==> src/rtl/collision_pkg.sv <==
// Shared constants and types for the collision matrix: border bit positions,
// the obstacle-count ceiling, and the border vector type.
package collision_pkg;

  localparam int TOP        = 0;
  localparam int BOTTOM     = 1;
  localparam int LEFT       = 2;
  localparam int RIGHT      = 3;
  localparam int N_OBST_MAX = 16;

  typedef logic [3:0] border_t;

endpackage

==> src/rtl/collision_matrix_obst_prio_enc.sv <==
// Lowest-index priority encoder: reports whether any request is set and the
// index of the lowest set request (0 when none).
module obst_prio_enc #(
  parameter int N = 4,
  parameter int W = 2
) (
  input  logic [N-1:0] req,
  output logic         valid,
  output logic [W-1:0] id
);

  // Scanning from the top down lets the lowest set index overwrite last.
  always_comb begin
    valid = |req;
    id    = '0;
    for (int i = N - 1; i >= 0; i--) begin
      if (req[i]) id = W'(i);
    end
  end

endmodule

==> src/rtl/collision_matrix.sv <==
// Per-frame collision accumulator for ball, borders, flipper and obstacles.
// Define COLLISION_OBST_EDGE_EN to report only new obstacle contacts.
module collision_matrix
  import collision_pkg::*;
#(
  parameter  int N_OBST = 4,
  parameter  int CNT_W  = 8,
  localparam int ID_W   = (N_OBST > 1) ? $clog2(N_OBST) : 1
) (
  input  logic              clk,
  input  logic              resetN,
  input  logic              startOfFrame,
  input  logic              draw_smiley,
  input  border_t           draw_border,
  input  logic              draw_flipper,
  input  logic [N_OBST-1:0] drawObstacle,
  output border_t           col_ball_border,
  output logic              col_ball_flipper,
  output logic [1:0]        col_flipper_border,
  output logic [N_OBST-1:0] col_ball_obst,
  output logic              obst_hit_valid,
  output logic [ID_W-1:0]   obst_hit_id,
  output logic [CNT_W-1:0]  overlap_pixels
);

  border_t           hit_border, acc_border;
  logic              hit_bf, acc_bf;
  logic [1:0]        hit_fb, acc_fb;
  logic [N_OBST-1:0] hit_obst, acc_obst, pub_obst;
  logic              ball_on_obst;
  logic [CNT_W-1:0]  acc_cnt;
  logic              enc_valid;
  logic [ID_W-1:0]   enc_id;

  always_comb begin
    hit_border   = draw_border & {4{draw_smiley}};
    hit_bf       = draw_smiley & draw_flipper;
    hit_fb       = {draw_flipper & draw_border[RIGHT], draw_flipper & draw_border[LEFT]};
    hit_obst     = drawObstacle & {N_OBST{draw_smiley}};
    ball_on_obst = |hit_obst;
  end

`ifdef COLLISION_OBST_EDGE_EN
  // Remembers the unfiltered obstacle hits of the last published frame.
  logic [N_OBST-1:0] prev_obst;

  always_ff @(posedge clk) begin
    if (!resetN)           prev_obst <= '0;
    else if (startOfFrame) prev_obst <= acc_obst;
  end

  assign pub_obst = acc_obst & ~prev_obst;
`else
  assign pub_obst = acc_obst;
`endif

  obst_prio_enc #(.N(N_OBST), .W(ID_W)) u_enc (
    .req   (pub_obst),
    .valid (enc_valid),
    .id    (enc_id)
  );

  // The strobe cycle publishes the old frame and seeds the new one with its own hits.
  always_ff @(posedge clk) begin
    if (!resetN) begin
      acc_border         <= '0;
      acc_bf             <= 1'b0;
      acc_fb             <= '0;
      acc_obst           <= '0;
      acc_cnt            <= '0;
      col_ball_border    <= '0;
      col_ball_flipper   <= 1'b0;
      col_flipper_border <= '0;
      col_ball_obst      <= '0;
      obst_hit_valid     <= 1'b0;
      obst_hit_id        <= '0;
      overlap_pixels     <= '0;
    end else if (startOfFrame) begin
      col_ball_border    <= acc_border;
      col_ball_flipper   <= acc_bf;
      col_flipper_border <= acc_fb;
      col_ball_obst      <= pub_obst;
      obst_hit_valid     <= enc_valid;
      obst_hit_id        <= enc_id;
      overlap_pixels     <= acc_cnt;
      acc_border         <= hit_border;
      acc_bf             <= hit_bf;
      acc_fb             <= hit_fb;
      acc_obst           <= hit_obst;
      acc_cnt            <= CNT_W'(ball_on_obst);
    end else begin
      col_ball_border    <= '0;
      col_ball_flipper   <= 1'b0;
      col_flipper_border <= '0;
      col_ball_obst      <= '0;
      obst_hit_valid     <= 1'b0;
      obst_hit_id        <= '0;
      acc_border         <= acc_border | hit_border;
      acc_bf             <= acc_bf | hit_bf;
      acc_fb             <= acc_fb | hit_fb;
      acc_obst           <= acc_obst | hit_obst;
      if (ball_on_obst && (acc_cnt != {CNT_W{1'b1}})) acc_cnt <= acc_cnt + 1'b1;
    end
  end

endmodule

==> config.mk <==
export PLATFORM = sky130hd
export DESIGN_NAME = collision_matrix
export DESIGN_NICKNAME = d
export VERILOG_FILES = /design/src/rtl/collision_pkg.sv /design/src/rtl/collision_matrix_obst_prio_enc.sv /design/src/rtl/collision_matrix.sv
export SDC_FILE = /design/constraint.sdc
export NUM_CORES = 1
export LEC_CHECK = 0
export CAP_MARGIN = 25
export CELL_PAD_IN_SITES_DETAIL_PLACEMENT = 1
export CELL_PAD_IN_SITES_GLOBAL_PLACEMENT = 2
export CORE_ASPECT_RATIO = 0.8
export CORE_MARGIN = 8
export CORE_UTILIZATION = 33
export DETAILED_ROUTE_END_ITERATION = 6
export GPL_TIMING_DRIVEN = 0
export PLACE_DENSITY_LB_ADDON = 0.1
export SKIP_CTS_REPAIR_TIMING = 1
export SYNTH_ARGS = -nofsm -noshare
export SYNTH_HDL_FRONTEND = slang
export SYNTH_HIERARCHICAL = 1
export SYNTH_SLANG_ARGS = --single-unit
export TNS_END_PERCENT = 30
==> constraint.sdc <==
create_clock -name clk -period 3.44 [get_ports clk]
set_input_delay 0.688 -clock clk [delete_from_list [all_inputs] [get_ports clk]]
set_output_delay 0.688 -clock clk [all_outputs]
set_load 0.02 [all_outputs]
# Word-level counts from Yosys, hierarchy flattened
# Index checks and enable logic that the tools add are counted.
# W data, S select, Z words.
[classes]
bitwise = 11
n_eq_ne = 1
n_addsub = 1
mux = 9
n_reduce_logical = 8
[ops]
columns = ["operator", "count"]
rows = [
  ["$reduce_or A4 Y1", 3],
  ["$add A8 B1 Y8 const B", 1],
  ["$and A4 B4 Y4", 2],
  ["$mux W4", 2],
  ["$ne A8 B8 Y1 const B", 1],
  ["$or A4 B4 Y4", 2],
  ["$mux W2", 3],
  ["$mux W1", 4],
  ["$and A1 B1 Y1", 3],
  ["$reduce_or A3 Y1", 1],
  ["$not A1 Y1", 2],
  ["$or A2 B2 Y2", 1],
  ["$reduce_and A2 Y1", 1],
  ["$reduce_bool A2 Y1", 1],
  ["$reduce_or A2 Y1", 1],
  ["$logic_and A1 B1 Y1", 1],
  ["$or A1 B1 Y1", 1],
]
[word_totals]
out_inout_bits = 22
register_bits = 41
wordCells = 44

# Longest topological paths before layout
# Gate-level depths: netlist of run 1.
[depth]
ltp_word = 5
depth_mapped = 6
mapped_depth_nobuf = 5

# Modules after synthesis
# The synthesis of run 1 kept the hierarchy.
[modules_own_cells]
columns = ["mod", "n_inst", "area_each_um2", "seq_area_each_um2", "cells_per_inst"]
rows = [
  ["collision_matrix", 1, 1517.7, 820.8, 141],
  ["obst_prio_enc", 1, 35.0, 0.0, 7],
]

# Worst setup path before layout of run 1
# Ideal clock, no wire load.
[synth_timing]
path_type = "input -> register"
from = "input drawObstacle[2]"
to = "register acc_cnt[0]"
setup_ns = 0.133
stages = 4
setup_slack_ns = 1.701
arrival_ns = 1.606
path_cell_list = "o41ai_4 > a21oi_1 > xnor2_1 > a21oi_1"
[synth_via]
elab_chain_cells = 4
[synth_lines]
columns = ["item", "line_no", "text"]
rows = [
  ["start, declared", "collision_matrix.sv:16", "input logic [N_OBST-1:0] drawObstacle,"],
  ["$and A4 B4 Y4 (*)", "collision_matrix.sv:39", "hit_obst = drawObstacle & {N_OBST{draw_smiley}};"],
  ["$reduce_or A4 Y1 (*)", "collision_matrix.sv:40", "ball_on_obst = |hit_obst;"],
  ["$logic_and A1 B1 Y1", "collision_matrix.sv:102", "if (ball_on_obst && (acc_cnt != {CNT_W{1'b1}})) acc_cnt <= acc_cnt + 1'b1;"],
  ["$reduce_bool A2 Y1 (no line)", "--", ""],
  ["end signal, assigned", "collision_matrix.sv:90", "acc_cnt <= CNT_W'(ball_on_obst);"],
  ["end signal, assigned", "collision_matrix.sv:102", ""],
  ["end, declared", "collision_matrix.sv:31", "logic [CNT_W-1:0] acc_cnt;"],
]
# Mark *: on every way between the ends. The rest lies on a longest branch, timed or not.
# A chain may end at the register's enable or synchronous reset.

# Worst setup path in the final report of run 1
# Same ends and word-level chain as after synthesis.

==> results of run 1 <==
worst paths after layout:
kind / endpoint / from / depth (start not counted) / slack [ps]
setup / recovery: acc_cnt[0]$_SDFFE_PN0P_ / drawObstacle[2] / 5 / 1290
hold / removal: col_ball_border[1]$_SDFF_PN0_ / acc_border[1]$_SDFF_PN0_ / 1 / 500
setup reg to reg: acc_cnt[6]$_SDFFE_PP0P_ / acc_cnt[0]$_SDFFE_PN0P_ / 6 / 1770
hold reg to reg: col_ball_border[1]$_SDFF_PN0_ / acc_border[1]$_SDFF_PN0_ / 1 / 500
Yosys cell counts:
master	number
a2111oi_2	3
a211oi_1	3
a21oi_1	2
a21oi_2	1
a22oi_1	11
and3_1	14
and3_4	1
and4_1	1
buf_2	3
buf_6	1
clkbuf_1	6
dfxtp_1	41
ha_1	1
inv_1	2
inv_2	1
mux2i_1	9
nand2_1	5
nand2b_1	1
nand3_1	3
nand4_1	1
nor2_1	10
nor2b_1	19
nor3_1	2
o41ai_4	1
xnor2_1	6
routing by layer:
| layer | vias up | wire, um | GRT usage | share of wire |
|---|---|---|---|---|
| met1 | 587 | 1770 | 0.136 | 0.47 |
| met4 | 0 | 89 | 0.0578 | 0.024 |
| met5 | - | 0 | 0 | 0 |
| met3 | 9 | 241 | 0.0394 | 0.064 |
| met2 | 32 | 1650 | 0.160 | 0.44 |
| li1 | 590 | - | - | - |
sequential cells by signal (all words and copies together) (netlist names), 2 cells and up:
name                cells
acc_cnt                 8
overlap_pixels          8
acc_border              4
acc_obst                4
col_ball_border         4
col_ball_obst           4
acc_fb                  2
col_flipper_border      2
obst_hit_id             2
placed cells by master (no fill, tap or decap):
cell type        count
and3_1              14
clkbuf_8             5
a211oi_1             3
inv_1                2
o41ai_4              1
clkbuf_1             6
nand2b_1             1
nor2_1              10
a22oi_1             11
inv_2                1
buf_6                1
and3_4               1
nand3_1              3
a21oi_2              1
clkinv_2             1
bufinv_16            1
a21oi_1              2
ha_1                 1
mux2i_1              9
nor2b_1             19
and4_1               1
nor3_1               2
xnor2_1              6
dfxtp_1             41
nand4_1              1
clkdlybuf4s50_1     32
a2111oi_2            3
buf_2                3
nand2_1              5
kinds of logic (layout without fill, tap and decap cells):
family | Yosys count | count (layout) | synth area share
simple gates | 57 | 57 | 0.206
flops | 41 | 41 | 0.529
compound gates | 21 | 21 | 0.127
buf+inv | 13 | 52 | 0.0387
mux | 9 | 9 | 0.0580
xor+xnor | 6 | 6 | 0.0338
fa+ha+maj | 1 | 1 | 0.00806
power groups by stage:
stage	Clock [uW]	Combinational, uW	Sequential [uW]
after CTS	384	83.9	496
after detailed placement	0	83.5	507
after global placement	0	81.6	507
after floorplan	0	40.4	512
final	371	82.3	496
after global routing	400	90.4	498
per-stage QoR:
step | instance area (um2) | cells | hold WS, ps | setup WS, ps | util
2_1_floorplan | 1550 | 148 | 460 | 1700 | -
3_3_place_gp | 1950 | 240 | 472 | 987 | 0.426
3_5_place_dp | 1950 | 240 | 476 | 970 | 0.426
4_1_cts | 2050 | 247 | 498 | 1280 | 0.449
5_1_grt | 2050 | 247 | 524 | 1230 | 0.449
6_report | 2050 | 247 | 498 | 1290 | 0.449
cell type report:
cell class,instances,area share
Inverter,3,0.00549
Multi-Input combinational cell,94,0.327
Buffer,10,0.0238
Sequential cell,41,0.400
Clock buffer,5,0.0335
Timing Repair Buffer,32,0.156
Tap cell,60,0.0366
Clock inverter,2,0.0171
==> impl_metrics.toml, run 1 <==
[outcome]
status = "completed"

[floorplanning]
fp-row-count = 22
dieWidth_um = 92.7
pin_count = 35
start_util = 0.340
core_area_mm2 = 0.00457
die_area_mm2 = 0.00717
die_h_um = 77.4

[power_and_ir_drop]
power.internal_uw = 739
pwr_density_cell_mw_per_mm2 = 462
combinationalPowerShare = 0.087
swShare = 0.221
fin_total_pwr_uw = 949
vdd_drop_max_v = 0.000247
leakage_uw = 0.000785
seq_power_share = 0.523
switchingPower_uw = 210
power.share.clock = 0.390

[setup_path]
max_stage_delay_ps = 730
path_delay_family = "compound AO/OA/AOI/OAI gates"
critPathMostFrequentCell = "a21oi_1"
crit_path_cell_trace = "clkdlybuf4s50_1 -> o41ai_4 -> a21oi_1 -> xnor2_1 -> a21oi_1"
critPathArrivalTime_ps = 2310
crit_slowest_cell = "o41ai_4"
critPathMaxFanout = 9
cp.required_ps = 3600
crit_type = "in2reg"
worst-path-buf-inv = 1
start_kind = "input pin"
crit_path_end_kind = "flip-flop"

[synth]
syn_area_per_cell_um2 = 10.5
yosysUniqueCellTypes = 25
synth_area_leaders = "dfxtp_1 (53%), nor2b_1 (7.7%), mux2i_1 (5.8%)"
synth.cell_area_mm2 = 0.00155
synth_top_area_share = 0.529
yosysWarnings = 6
ys_seq_elements = 41
synth-seq-area-share = 0.529
synth_cells = 148
yosys.area.top_type = "dfxtp_1"
syn-num-nets = 162

[global_route]
overflow = 0
grt_start_max_net_pins = 13
track_usage = 0.109
antenna_found_initial = 0
grt_pass1_vias = 1265
grt_pass1_wl_um = 6270

[sta]
tns_ps = 0
slew_headroom = 0.533
slew_viol_final = 0
period_needed_ps = 2150
setup_violations = 0
rsz0062_at_grt = "false"
fmax_mhz = 465
worst_pin_slew_ps = 699
min_period_over_period = 0.626
skew_ps = 4.18
hold_viol = 0

[cells_and_area]
nets = 201
n_fill_cell = 539
syn2layout_area_growth_pct = 32.2
drive_gt1_frac = 0.0963
multi_input_area_um2 = 672
regArea_um2 = 821
antennaDiodeCount = 0

[route]
drc_errors = 0
viasPerCell = 4.93
avgRoutedWirePerCell_um = 15.2
routed_wl_um = 3750
drt_iter0_markers = 46
antenna_left = 0
firstDrtPassIters = 4
vias = 1218

[placed_design]
place.gp.congestion = 0.686
place_hpwl_um = 2810
portBuffers = 32

[cts]
root_buffer = "clkbuf_8"
insertion_delay_ps = 290
cts_tree = "done"
clk_pin_slew_worst_paths_ps = 80
cts_buffer_depth = 2
htree_num_levels = 2
numCtsBuffers = 5
cts.sinks = 41

[hold_path]
hold_path_class = "reg2reg"

[job]
maxCapViolCount = 0
(Power assumes the default switching activity.)
==> inputs of run 2 (changes only) <==
- CORE_UTILIZATION: 33 -> 30
- clock period: 3.44 -> 2.2 ns (I/O delays scaled with it)
==> run 2 against run 1 <==
Clock skew rose by 2.7 ps. Critical path depth did not move. Via count fell by 1.9%. Global-route usage rose by 0.16 points. Count of clock-buffer cells in the layout rose by 2. Flip-flop and latch count did not move. Design area fell by 0.73%. Clock power rose by 32%.
==> impl_metrics.toml, run 2 (synthesis results as in run 1) <==
[setup_path]
crit_path_end_kind = "flip-flop"
critPathArrivalTime_ps = 2070
critPathMaxFanout = 9
critPathLaunch = "drawObstacle[2]"
rr_startpoint = "acc_cnt[0]$_SDFFE_PN0P_"
crit_type = "in2reg"
path_depth = 5
cp.required_ps = 2360
rr_worst_depth = 6
crit_path_cell_trace = "clkdlybuf4s50_1 -> o41ai_4 -> a21oi_1 -> xnor2_1 -> a21oi_1"
crit_path_end = "acc_cnt[0]$_SDFFE_PN0P_"
max_stage_delay_ps = 720
start_kind = "input pin"
path_delay_family = "compound AO/OA/AOI/OAI gates"
rr_endpoint = "acc_cnt[6]$_SDFFE_PP0P_"
worst-path-buf-inv = 1
critPathMostFrequentCell = "a21oi_1"
crit_slowest_cell = "o41ai_4"
rrSetupSlack_ps = 520

[cells_and_area]
n_fill_cell = 586
antennaDiodeCount = 0
syn2layout_area_growth_pct = 31.2
drive_gt1_frac = 0.0909
nets = 201
final_cell_mix = "dfxtp_1 (41), clkdlybuf4s50_1 (32), nor2b_1 (19), and3_1 (14), a22oi_1 (11)"
final_common_cell = "dfxtp_1"
reg_top3 = "acc_cnt: 8 flops, overlap_pixels: 8 flops"

[route]
drc_errors = 0
drt_iter0_markers = 45
antenna_left = 0
viasPerCell = 4.80
routed_wl_um = 3840
avgRoutedWirePerCell_um = 15.4
firstDrtPassIters = 4
vias = 1195

[sta]
min_period_over_period = 0.866
hold_viol = 0
setup_violations = 0
slew_headroom = 0.542
tns_ps = 0
rsz0062_at_grt = "false"
fmax_mhz = 525
period_needed_ps = 1910
whs_ps = 499
worst_pin_slew_ps = 685
slew_viol_final = 0
skew_ps = 6.84

[global_route]
grt_start_max_net_pins = 12
grt_pass1_wl_um = 6580
grt_pass1_vias = 1319
track_usage = 0.110
antenna_found_initial = 0
overflow = 0

[power_and_ir_drop]
leakage_uw = 0.000775
seq_power_share = 0.556
vdd_drop_max_v = 0.000299
pwr_density_cell_mw_per_mm2 = 685
switchingPower_uw = 320
combinationalPowerShare = 0.092
power.share.clock = 0.352
power.internal_uw = 1070
swShare = 0.229

[hold_path]
hold_path_class = "reg2reg"
min_path_cells = 1

[floorplanning]
pin_count = 35
start_util = 0.310
die_area_mm2 = 0.00775
fp-row-count = 23
dieWidth_um = 96.4
core_area_mm2 = 0.00501
die_h_um = 80.3

[cts]
numCtsBuffers = 5
clk_pin_slew_worst_paths_ps = 70
htree_num_levels = 2
root_buffer = "clkbuf_8"
insertion_delay_ps = 290
cts_buffer_depth = 2
cts_tree = "done"
cts.sinks = 41

[placed_design]
place_hpwl_um = 2880
place.gp.congestion = 0.688
portBuffers = 32

[job]
maxCapViolCount = 0

[outcome]
status = "completed"
-- run 2: power by group through the flow --
stage          registers (uW)  logic, uW  clock network, uW
2_1_floorplan             800       63.1                  0
3_3_place_gp              793        128                  0
3_5_place_dp              793        131                  0
4_1_cts                   776        131                518
5_1_grt                   779        143                555
6_report                  776        128                491
-- run 2: area by class of cell --
| type | count | area (um2) | area share |
|---|---|---|---|
| Timing Repair Buffer | 32 | 320 | 0.157 |
| Sequential cell | 41 | 821 | 0.403 |
| Multi-Input combinational cell | 94 | 672 | 0.330 |
| Inverter | 3 | 11.3 | 0.00553 |
| Clock buffer | 7 | 86.3 | 0.0424 |
| Tap cell | 62 | 77.6 | 0.0381 |
| Buffer | 10 | 48.8 | 0.0240 |
-- run 2: worst min-delay path by stage --
stage,startpoint,end,slack [ps]
5_1_grt,acc_border[0]$_SDFF_PN0_,col_ball_border[0]$_SDFF_PN0_,520
2_1_floorplan,acc_fb[0]$_SDFF_PN0_,col_flipper_border[0]$_SDFF_PN0_,460
4_1_cts,acc_border[0]$_SDFF_PN0_,col_ball_border[0]$_SDFF_PN0_,500
3_3_place_gp,acc_border[0]$_SDFF_PN0_,col_ball_border[0]$_SDFF_PN0_,470
6_report,acc_border[0]$_SDFF_PN0_,col_ball_border[0]$_SDFF_PN0_,500
3_5_place_dp,acc_border[0]$_SDFF_PN0_,col_ball_border[0]$_SDFF_PN0_,480
-- run 2: layer usage --
layer	vias to the layer above	wire, um	GRT usage
met4	0	34	0.0317
met5	-	0	0
met2	25	1680	0.169
met3	4	301	0.0493
met1	571	1820	0.136
li1	595	-	-
-- run 2: stage by stage --
stage	util	setup WS (ps)	instance area, um2	cells	total power (uW)
6_report	0.407	294	2040	249	1390
5_1_grt	0.407	218	2040	249	1480
4_1_cts	0.407	316	2040	249	1420
3_5_place_dp	0.390	3.33	1950	242	924
3_3_place_gp	0.390	-12.2	1950	242	921
2_1_floorplan	-	666	1550	148	863
==> inputs of run 3 (changes only) <==
- CORE_ASPECT_RATIO: 0.8 -> 1.5
==> run 3 against run 2 <==
Flip-flop and latch count did not move. Combinational power barely moved. Count of clock-buffer cells in the layout shrank 1. Critical path depth unchanged. Largest cell class unchanged.
==> impl_metrics.toml, run 3 (synthesis results as in run 1) <==
[setup_path]
start_kind = "input pin"
crit_type = "in2reg"
critPathMaxFanout = 9
rrSetupSlack_ps = 540
cp.required_ps = 2360
rr_endpoint = "acc_cnt[5]$_SDFFE_PP0P_"
rr_worst_depth = 6
crit_path_end_kind = "flip-flop"
rr_startpoint = "acc_cnt[0]$_SDFFE_PN0P_"
critPathArrivalTime_ps = 2090

[cells_and_area]
nets = 201
drive_gt1_frac = 0.101
reg_top3 = "acc_cnt: 8 flops, overlap_pixels: 8 flops"
n_fill_cell = 597
final_cell_mix = "dfxtp_1 (41), clkdlybuf4s50_1 (32), nor2b_1 (19), and3_1 (14), a22oi_1 (11)"
syn2layout_area_growth_pct = 33.8
final_common_cell = "dfxtp_1"
antennaDiodeCount = 0

[route]
vias = 1180
firstDrtPassIters = 3
avgRoutedWirePerCell_um = 14.6
routed_wl_um = 3730
viasPerCell = 4.61
antenna_left = 0
drc_errors = 0
drt_iter0_markers = 64

[floorplanning]
dieWidth_um = 74.7
fp-row-count = 32
die_area_mm2 = 0.00778
core_area_mm2 = 0.00508
start_util = 0.305
die_h_um = 104
pin_count = 35

[power_and_ir_drop]
leakage_uw = 0.000788
vdd_drop_max_v = 0.000387
pwr_density_cell_mw_per_mm2 = 736

[global_route]
antenna_found_initial = 0
grt_pass1_vias = 1309
grt_pass1_wl_um = 6310
track_usage = 0.106
overflow = 0
grt_start_max_net_pins = 14

[sta]
finalWorstSetupSlack_ps = 271
slew_headroom = 0.544
skew_ps = 3.26
min_period_over_period = 0.877
setup_violations = 0
fmax_mhz = 518
tns_ps = 0
hold_viol = 0
worst_pin_slew_ps = 682
slew_viol_final = 0
rsz0062_at_grt = "false"
period_needed_ps = 1930

[cts]
numCtsBuffers = 5
cts_buffer_depth = 2
cts_tree = "done"
insertion_delay_ps = 290
clk_pin_slew_worst_paths_ps = 80
htree_num_levels = 2
root_buffer = "clkbuf_8"
cts.sinks = 41

[placed_design]
place_ws_ps = -41.5
place.gp.congestion = 0.709
place_hpwl_um = 2890
portBuffers = 32

[job]
maxCapViolCount = 0

[hold_path]
min_path_cells = 1
holdPathEnd = "col_ball_border[1]$_SDFF_PN0_"
min_from = "acc_border[1]$_SDFF_PN0_"
hold_path_class = "reg2reg"

[outcome]
status = "completed"
-- run 3: changes by cell type in the layout (fill, tap and decap cells not counted) --
cell,previous run,this run
clkbuf_1,7,6
bufinv_16,0,1
clkinvlp_4,0,1
-- run 3: how the worst max path moves through the flow --
stage,startpoint,endpoint,slack [ps]
after floorplan,acc_cnt[0]$_SDFFE_PN0P_,acc_cnt[7]$_SDFFE_PP0P_,670
after global routing,drawObstacle[2],acc_cnt[0]$_SDFFE_PN0P_,200
after detailed placement,drawObstacle[2],acc_cnt[0]$_SDFFE_PN0P_,-40
after CTS,drawObstacle[2],acc_cnt[0]$_SDFFE_PN0P_,260
after global placement,drawObstacle[2],acc_cnt[0]$_SDFFE_PN0P_,30
final,drawObstacle[2],acc_cnt[0]$_SDFFE_PN0P_,270
-- run 3: critical path, stage by stage --
cell and delay, ps:
clkdlybuf4s50_1 470, o41ai_4 720, a21oi_1 180, xnor2_1 190, a21oi_1 80
-- run 3: cell type report --
type	count	area, um2	share of cell area
repair buffers	32	320	0.154
inverters	3	11.3	0.00542
well taps	68	85.1	0.0409
flip-flops and latches	41	821	0.395
multi-input cells	94	672	0.323
clock buffers	6	82.6	0.0397
clock inverters	2	37.5	0.0181
plain buffers	10	48.8	0.0235
-- run 3: where the power goes --
group / leakage (uW) / total (uW) / internal [uW] / switching [uW]
clock: 0.0000574 / 628 / 369 / 259
combinational: 0.000397 / 127 / 63.2 / 63.8
sequential: 0.000334 / 776 / 763 / 13.1
-- run 3: layer usage --
metal / track usage / wire [um]
met2: 0.191 / 2060
met5: 0 / 0
met4: 0.0592 / 46
met3: 0.0261 / 166
met1: 0.101 / 1460
-- run 3: through the flow --
step | instances | utilization | power, uW | hold slack [ps] | instance area (um2)
4_1_cts | 256 | 0.409 | 1550 | 504 | 2080
6_report | 256 | 0.409 | 1530 | 500 | 2080
3_5_place_dp | 248 | 0.385 | 924 | 485 | 1960
3_3_place_gp | 248 | 0.385 | 920 | 476 | 1960
2_1_floorplan | 148 | - | 863 | 460 | 1550
5_1_grt | 256 | 0.409 | 1600 | 526 | 2080
